### src/rtl/psc_adc_pkg.sv
// Shared types and constants for the DCCT ADC reader.
// Reader FSM states, channel count and default word width.
package psc_adc_pkg;

  typedef enum logic [2:0] {
    IDLE,
    CNV,
    WAIT_BUSY,
    SHIFT,
    DONE
  } rdr_state_t;

  localparam int DCCT_NUM_CH = 4;
  localparam int DCCT_DATA_W = 20;

  function automatic int max3(int a, int b, int c);
    int m;
    m = (a > b) ? a : b;
    return (m > c) ? m : c;
  endfunction

endpackage

### src/rtl/dcct_adc_rdr_if.sv
// Pin bundle between the reader and the four DCCT SAR ADCs.
// Master is the reader; slave is the ADC side.
interface dcct_adc_rdr_if;
  import psc_adc_pkg::*;

  logic                   cnv;
  logic                   sck;
  logic [DCCT_NUM_CH-1:0] busy;
  logic [DCCT_NUM_CH-1:0] sdo;

  modport master (
    output cnv,
    output sck,
    input  busy,
    input  sdo
  );

  modport slave (
    input  cnv,
    input  sck,
    output busy,
    output sdo
  );

endinterface

### src/rtl/dcct_adc_rdr_shift_ch.sv
// One ADC channel's MSB-first receive shift register.
// Cleared at the start of each sample, shifts on enable.
module adc_shift_ch #(
  parameter int DATA_W = 20
) (
  input  logic              clk,
  input  logic              reset_n,
  input  logic              clr,
  input  logic              shift_en,
  input  logic              sdo,
  output logic [DATA_W-1:0] word
);

  always_ff @(posedge clk or negedge reset_n) begin
    if (!reset_n) begin
      word <= '0;
    end else if (clr) begin
      word <= '0;
    end else if (shift_en) begin
      word <= {word[DATA_W-2:0], sdo};
    end
  end

endmodule

### src/rtl/dcct_adc_rdr.sv
// Parallel reader for the four DCCT SAR ADCs: cnv pulse,
// busy wait with blanking and timeout, shared-sck shift-in.
module dcct_adc_rdr
  import psc_adc_pkg::*;
#(
  parameter int DATA_W       = DCCT_DATA_W,
  parameter int CLK_DIV      = 2,
  parameter int CNV_CYCLES   = 4,
  parameter int BUSY_BLANK   = 8,
  parameter int BUSY_TIMEOUT = 1000
) (
  input  logic                   clk,
  input  logic                   reset_n,
  input  logic                   start,
  input  logic                   err_clr,
  dcct_adc_rdr_if.master         dcct_adc,
  output logic [DCCT_NUM_CH-1:0]
               [DATA_W-1:0]      data,
  output logic                   data_valid,
  output logic                   rdr_busy,
  output logic                   timeout_err,
  output logic                   overrun
);

  localparam int CW =
    $clog2(max3(CNV_CYCLES, BUSY_BLANK, BUSY_TIMEOUT) + 1);
  localparam int VW = $clog2(CLK_DIV);
  localparam int BW = $clog2(DATA_W);

  localparam logic [CW-1:0] CNV_LAST  = CW'(CNV_CYCLES - 1);
  localparam logic [CW-1:0] BLANK_END = CW'(BUSY_BLANK);
  localparam logic [CW-1:0] TMO_LAST  = CW'(BUSY_TIMEOUT - 1);
  localparam logic [VW-1:0] DIV_LAST  = VW'(CLK_DIV - 1);
  localparam logic [BW-1:0] BIT_LAST  = BW'(DATA_W - 1);

  rdr_state_t             state;
  logic [CW-1:0]          cnt;
  logic [VW-1:0]          dcnt;
  logic [BW-1:0]          bcnt;
  logic                   cnv;
  logic                   sck;
  logic [DCCT_NUM_CH-1:0] busy_m;
  logic [DCCT_NUM_CH-1:0] busy_s;
  logic                   sck_edge;
  logic                   shift_en;
  logic                   clr;

  logic [DCCT_NUM_CH-1:0][DATA_W-1:0] word;

  assign dcct_adc.cnv = cnv;
  assign dcct_adc.sck = sck;
  assign rdr_busy     = (state != IDLE);
  assign sck_edge     = (state == SHIFT) && (dcnt == DIV_LAST);
  // sdo is launched on sck fall, so capture on the rising toggle
  assign shift_en     = sck_edge && !sck;
  assign clr          = (state == IDLE) && start;

  always_ff @(posedge clk or negedge reset_n) begin
    if (!reset_n) begin
      busy_m <= '0;
      busy_s <= '0;
    end else begin
      busy_m <= dcct_adc.busy;
      busy_s <= busy_m;
    end
  end

  for (genvar i = 0; i < DCCT_NUM_CH; i++) begin : g_ch
    adc_shift_ch #(
      .DATA_W(DATA_W)
    ) u_ch (
      .clk     (clk),
      .reset_n (reset_n),
      .clr     (clr),
      .shift_en(shift_en),
      .sdo     (dcct_adc.sdo[i]),
      .word    (word[i])
    );
  end

  always_ff @(posedge clk or negedge reset_n) begin
    if (!reset_n) begin
      state       <= IDLE;
      cnt         <= '0;
      dcnt        <= '0;
      bcnt        <= '0;
      cnv         <= 1'b0;
      sck         <= 1'b0;
      data        <= '0;
      data_valid  <= 1'b0;
      timeout_err <= 1'b0;
      overrun     <= 1'b0;
    end else begin
      data_valid <= 1'b0;
      if (start && state != IDLE) begin
        overrun <= 1'b1;
      end else if (err_clr) begin
        overrun <= 1'b0;
      end
      if (err_clr) begin
        timeout_err <= 1'b0;
      end
      unique case (state)
        IDLE: begin
          if (start) begin
            state <= CNV;
            cnv   <= 1'b1;
            cnt   <= '0;
          end
        end
        CNV: begin
          if (cnt == CNV_LAST) begin
            state <= WAIT_BUSY;
            cnv   <= 1'b0;
            cnt   <= '0;
          end else begin
            cnt <= cnt + 1'b1;
          end
        end
        WAIT_BUSY: begin
          if (cnt >= BLANK_END && busy_s == '0) begin
            state <= SHIFT;
            dcnt  <= '0;
            bcnt  <= '0;
          end else if (cnt == TMO_LAST) begin
            state       <= IDLE;
            timeout_err <= 1'b1;
          end else begin
            cnt <= cnt + 1'b1;
          end
        end
        SHIFT: begin
          if (sck_edge) begin
            dcnt <= '0;
            sck  <= !sck;
            if (sck) begin
              if (bcnt == BIT_LAST) begin
                state <= DONE;
              end else begin
                bcnt <= bcnt + 1'b1;
              end
            end
          end else begin
            dcnt <= dcnt + 1'b1;
          end
        end
        DONE: begin
          data       <= word;
          data_valid <= 1'b1;
          state      <= IDLE;
        end
        default: state <= IDLE;
      endcase
    end
  end

endmodule
### src/flat_wrapper.sv
// flat-port wrapper written by rule: the top's interface ports become plain ports
module dcct_adc_rdr_flat import psc_adc_pkg::*;
#(
  parameter int DATA_W       = DCCT_DATA_W,
  parameter int CLK_DIV      = 2,
  parameter int CNV_CYCLES   = 4,
  parameter int BUSY_BLANK   = 8,
  parameter int BUSY_TIMEOUT = 1000
)
  (clk, reset_n, start, err_clr, data, data_valid, rdr_busy, timeout_err, overrun, dcct_adc_cnv, dcct_adc_sck, dcct_adc_busy, dcct_adc_sdo);
  dcct_adc_rdr_if dcct_adc_i ();
  input  logic clk;
  input  logic reset_n;
  input  logic start;
  input  logic err_clr;
  output logic [DCCT_NUM_CH-1:0]
               [DATA_W-1:0] data;
  output logic data_valid;
  output logic rdr_busy;
  output logic timeout_err;
  output logic overrun;
  output wire logic [$bits(dcct_adc_i.cnv)-1:0] dcct_adc_cnv;
  output wire logic [$bits(dcct_adc_i.sck)-1:0] dcct_adc_sck;
  input wire logic [$bits(dcct_adc_i.busy)-1:0] dcct_adc_busy;
  input wire logic [$bits(dcct_adc_i.sdo)-1:0] dcct_adc_sdo;
  assign dcct_adc_cnv = dcct_adc_i.cnv;
  assign dcct_adc_sck = dcct_adc_i.sck;
  assign dcct_adc_i.busy = dcct_adc_busy;
  assign dcct_adc_i.sdo = dcct_adc_sdo;
  dcct_adc_rdr #(.DATA_W(DATA_W), .CLK_DIV(CLK_DIV), .CNV_CYCLES(CNV_CYCLES), .BUSY_BLANK(BUSY_BLANK), .BUSY_TIMEOUT(BUSY_TIMEOUT)) u_core (.clk(clk), .reset_n(reset_n), .start(start), .err_clr(err_clr), .dcct_adc(dcct_adc_i), .data(data), .data_valid(data_valid), .rdr_busy(rdr_busy), .timeout_err(timeout_err), .overrun(overrun));
endmodule
### config.mk
export PLATFORM = sky130hd
export DESIGN_NAME = dcct_adc_rdr_flat
export DESIGN_NICKNAME = d
export VERILOG_FILES = /design/src/rtl/psc_adc_pkg.sv /design/src/rtl/dcct_adc_rdr_if.sv /design/src/rtl/dcct_adc_rdr_shift_ch.sv /design/src/rtl/dcct_adc_rdr.sv /design/src/flat_wrapper.sv
export SDC_FILE = /design/constraint.sdc
export NUM_CORES = 1
export LEC_CHECK = 0
export BUFFER_PORTS_ARGS = -buffer_cell sky130_fd_sc_hd__buf_2
export CELL_PAD_IN_SITES_DETAIL_PLACEMENT = 0
export CELL_PAD_IN_SITES_GLOBAL_PLACEMENT = 1
export CORE_MARGIN = 3
export CORE_UTILIZATION = 35
export CTS_BUF_LIST = sky130_fd_sc_hd__clkbuf_4 sky130_fd_sc_hd__clkbuf_8
export CTS_CLUSTER_DIAMETER = 60
export CTS_CLUSTER_SIZE = 40
export DETAILED_ROUTE_END_ITERATION = 10
export PLACE_DENSITY_LB_ADDON = 0.1
export SLEW_MARGIN = 20
export SYNTH_ARGS = -nofsm -noshare
export SYNTH_HDL_FRONTEND = slang
export SYNTH_SLANG_ARGS = --single-unit
### constraint.sdc
create_clock -name clk -period 6 [get_ports clk]
set_input_delay 1.2 -clock clk [delete_from_list [all_inputs] [get_ports clk]]
set_output_delay 1.2 -clock clk [all_outputs]
set_load 0.02 [all_outputs]
==> impl_metrics.ini <==
[outcome]
status = completed

[cells_and_area]
fin_cells = 1049
nets = 776
multiInputGateArea_um2 = 2684
antennaDiodeCount = 0
final_util = 0.4148
fin_area_um2 = 8830
syn2layout_area_growth_pct = 15.20
final_common_cell = dfrtp_1
n_fill_cell = 2035
seq_area_um2 = 4805
drive_above_1_share = 0.2933
mostFrequentLayoutCells = 192 x dfrtp_1, 181 x nand2_1, 96 x buf_2

[routing]
viasPerCell = 4.990
ant_nets = 0
wirelength_um = 16630
drtIter0Drc = 256
wl_per_cell_um = 15.85
vias = 5235
drcViolationCount = 0
first_pass_iters = 4

[place]
dpl_cell_area_um2 = 8402
portBuffers = 97
dp_hpwl_um = 10270
dpl.cell_count = 1017
globalplace.congestion = 0.7864
dpl_worst_slack_ns = 3.253

[synth]
syn_avg_cell_area_um2 = 11.29
async_flop_share = 1.000
synth_top_area_frac = 0.6268
syn_nets = 694
synth_edf_count = 0
ys_ff_latch = 192
synth_ff_type = dfrtp_1
ys_seq_area_frac = 0.6268
synth.area.top_cells = dfrtp_1 63%, mux2_2 12%, nand2_1 8.9%
synth_cells = 679
yosysWarnings = 0
netlist_area_um2 = 7665
synth_top_area_cell = dfrtp_1
synth_cell_types = 52

[clock_tree]
cts.path.max_buffers = 2
post_cts_resized = 0
insertion_delay_ns = 0.45
htreeDepth = 4
cts.sinks = 192
root_buffer = clkbuf_8
post-cts-setup-buffers = 0
clkSlewWorstSetupHoldPaths_ns = 0.10
cts_tree = done
hold_buffers = 0
cts_made_buffers = 17

[critical_path]
cp-start-kind = flop
worst_setup_path_end_kind = output pin
required_ns = 4.80
path_class = flop to output pin
r2r_start = u_core.state[0]
rrSetupSlack_ns = 3.36
cp_max_fo = 13
startpoint = u_core.state[0]
crit_arrival_ns = 1.71

[sta]
fin_hold_ws_ns = 0.3429
rsz0062_at_grt = false
period_share = 0.4852
maxSlewHeadroom = 0.3449
hold_viol = 0
fmax_mhz = 343.5
fin_setup_tns_ns = 0
drv_slew = 0
fin_ws_ns = 3.089
worst_pin_slew_ns = 0.9826
fin_worst_skew_ns = 0.01305
post-route-min-period_ns = 2.911
finalSetupViolCount = 0

[pwr]
sequentialPowerShare = 0.472
vdd_drop_max_v = 0.0001842
clkPwrFrac = 0.230
p_per_area_nw_per_um2 = 445.7
p_switching_mw = 1.457
p_int_mw = 2.478
p_comb_frac = 0.298
fin_total_pwr_mw = 3.936
p_leak_nw = 4.255
swShare = 0.3703

[floorplan]
core_um2 = 21290
die_area_um2 = 23710
rows = 53
die_w_um = 154.0
initial_core_util = 0.3601
die_y_um = 154.0
ios = 98

[grt]
grt_max_degree = 82
grtUsageTotal = 0.1453
grt_overflow = 0
grt_pass1_wl_um = 28260
antenna_found_initial = 0
grt_pass1_vias = 5367

[min_path]
worstHoldStart = u_core.busy_m[1]
min_path_type = flop to flop

[job]
drv_cap = 0
[registers in the layout, indices dropped and copies added, names as in the netlist, 3 cells and up]
| signal | count |
|---|---|
| u_core.g_ch.u_ch.word | 80 |
| u_core.data | 80 |
| u_core.cnt | 10 |
| u_core.busy_m | 4 |
| u_core.bcnt | 5 |
| u_core.state | 3 |
| u_core.busy_s | 4 |
[power by group through the flow]
stage	clock network (mW)	registers [mW]	logic, mW
after detailed placement	0	1.89	1.19
final	0.905	1.86	1.17
after CTS	0.939	1.87	1.20
after floorplan	0	2.02	0.641
after global placement	0	1.88	1.18
after global routing	0.993	1.91	1.30
[cell families (layout without fill, tap and decap cells)]
kind of cell | Yosys count | in the layout | synth area share
adders and majority gates | 3 | 3 | 0.004898
AOI/OAI and AO/OA | 122 | 122 | 0.09223
buffers and inverters | 49 | 144 | 0.02546
and+or+nand+nor | 230 | 230 | 0.1291
muxes | 82 | 82 | 0.1203
DFF | 192 | 192 | 0.6268
xor gates and xnor gates | 1 | 1 | 0.001143
[per-layer routing]
layer / routed length, um / vias to the layer above / track usage
met4: 124 / 0 / 0.03532
met5: 0 / - / 0
met3: 794 / 9 / 0.03912
met2: 7914 / 90 / 0.2307
li1: - / 2468 / -
met1: 7796 / 2668 / 0.1996
[synth_stat cells, types with 2 or more instances]
library cell / number
or3_1: 5
a22o_1: 2
nor3_1: 4
nand3_1: 10
ha_1: 3
and2_1: 2
buf_4: 2
dfrtp_1: 192
mux2_2: 80
a211oi_2: 2
inv_1: 10
o211ai_1: 2
nand2_1: 181
nor3b_1: 2
o21ai_0: 7
a21oi_1: 87
a211oi_1: 2
nor2_1: 7
clkbuf_1: 34
o31ai_1: 2
a31oi_1: 5
o21ai_1: 3
nand4_1: 2
or4_1: 2
buf_2: 3
nor4bb_1: 2
[layout make-up]
cell class / instances / area share
sequential: 192 / 0.5441
multi-input combinational: 438 / 0.3040
timing repair buffer: 102 / 0.06065
tap: 275 / 0.03897
clock buffer: 19 / 0.02820
clock inverter: 13 / 0.01984
inverter: 10 / 0.004251
[worst paths after layout]
kind	endpoint	cells past startpoint
worst max-delay path	rdr_busy	3
worst min-delay path	u_core.busy_s[1]	0
worst max register to register	u_core.g_ch[2].u_ch.word[9]	6
worst min register to register	u_core.busy_s[1]	0
max in group asynchronous	u_core.state[1]	2
min in group asynchronous	u_core.cnt[3]	1
[worst max-delay path, cell delays in order (launching register included)]
cell     delay [ns]
dfrtp_1        0.56
nor3_1         0.38
inv_1          0.14
buf_2          0.18
Power figures use the tool's default switching activity.
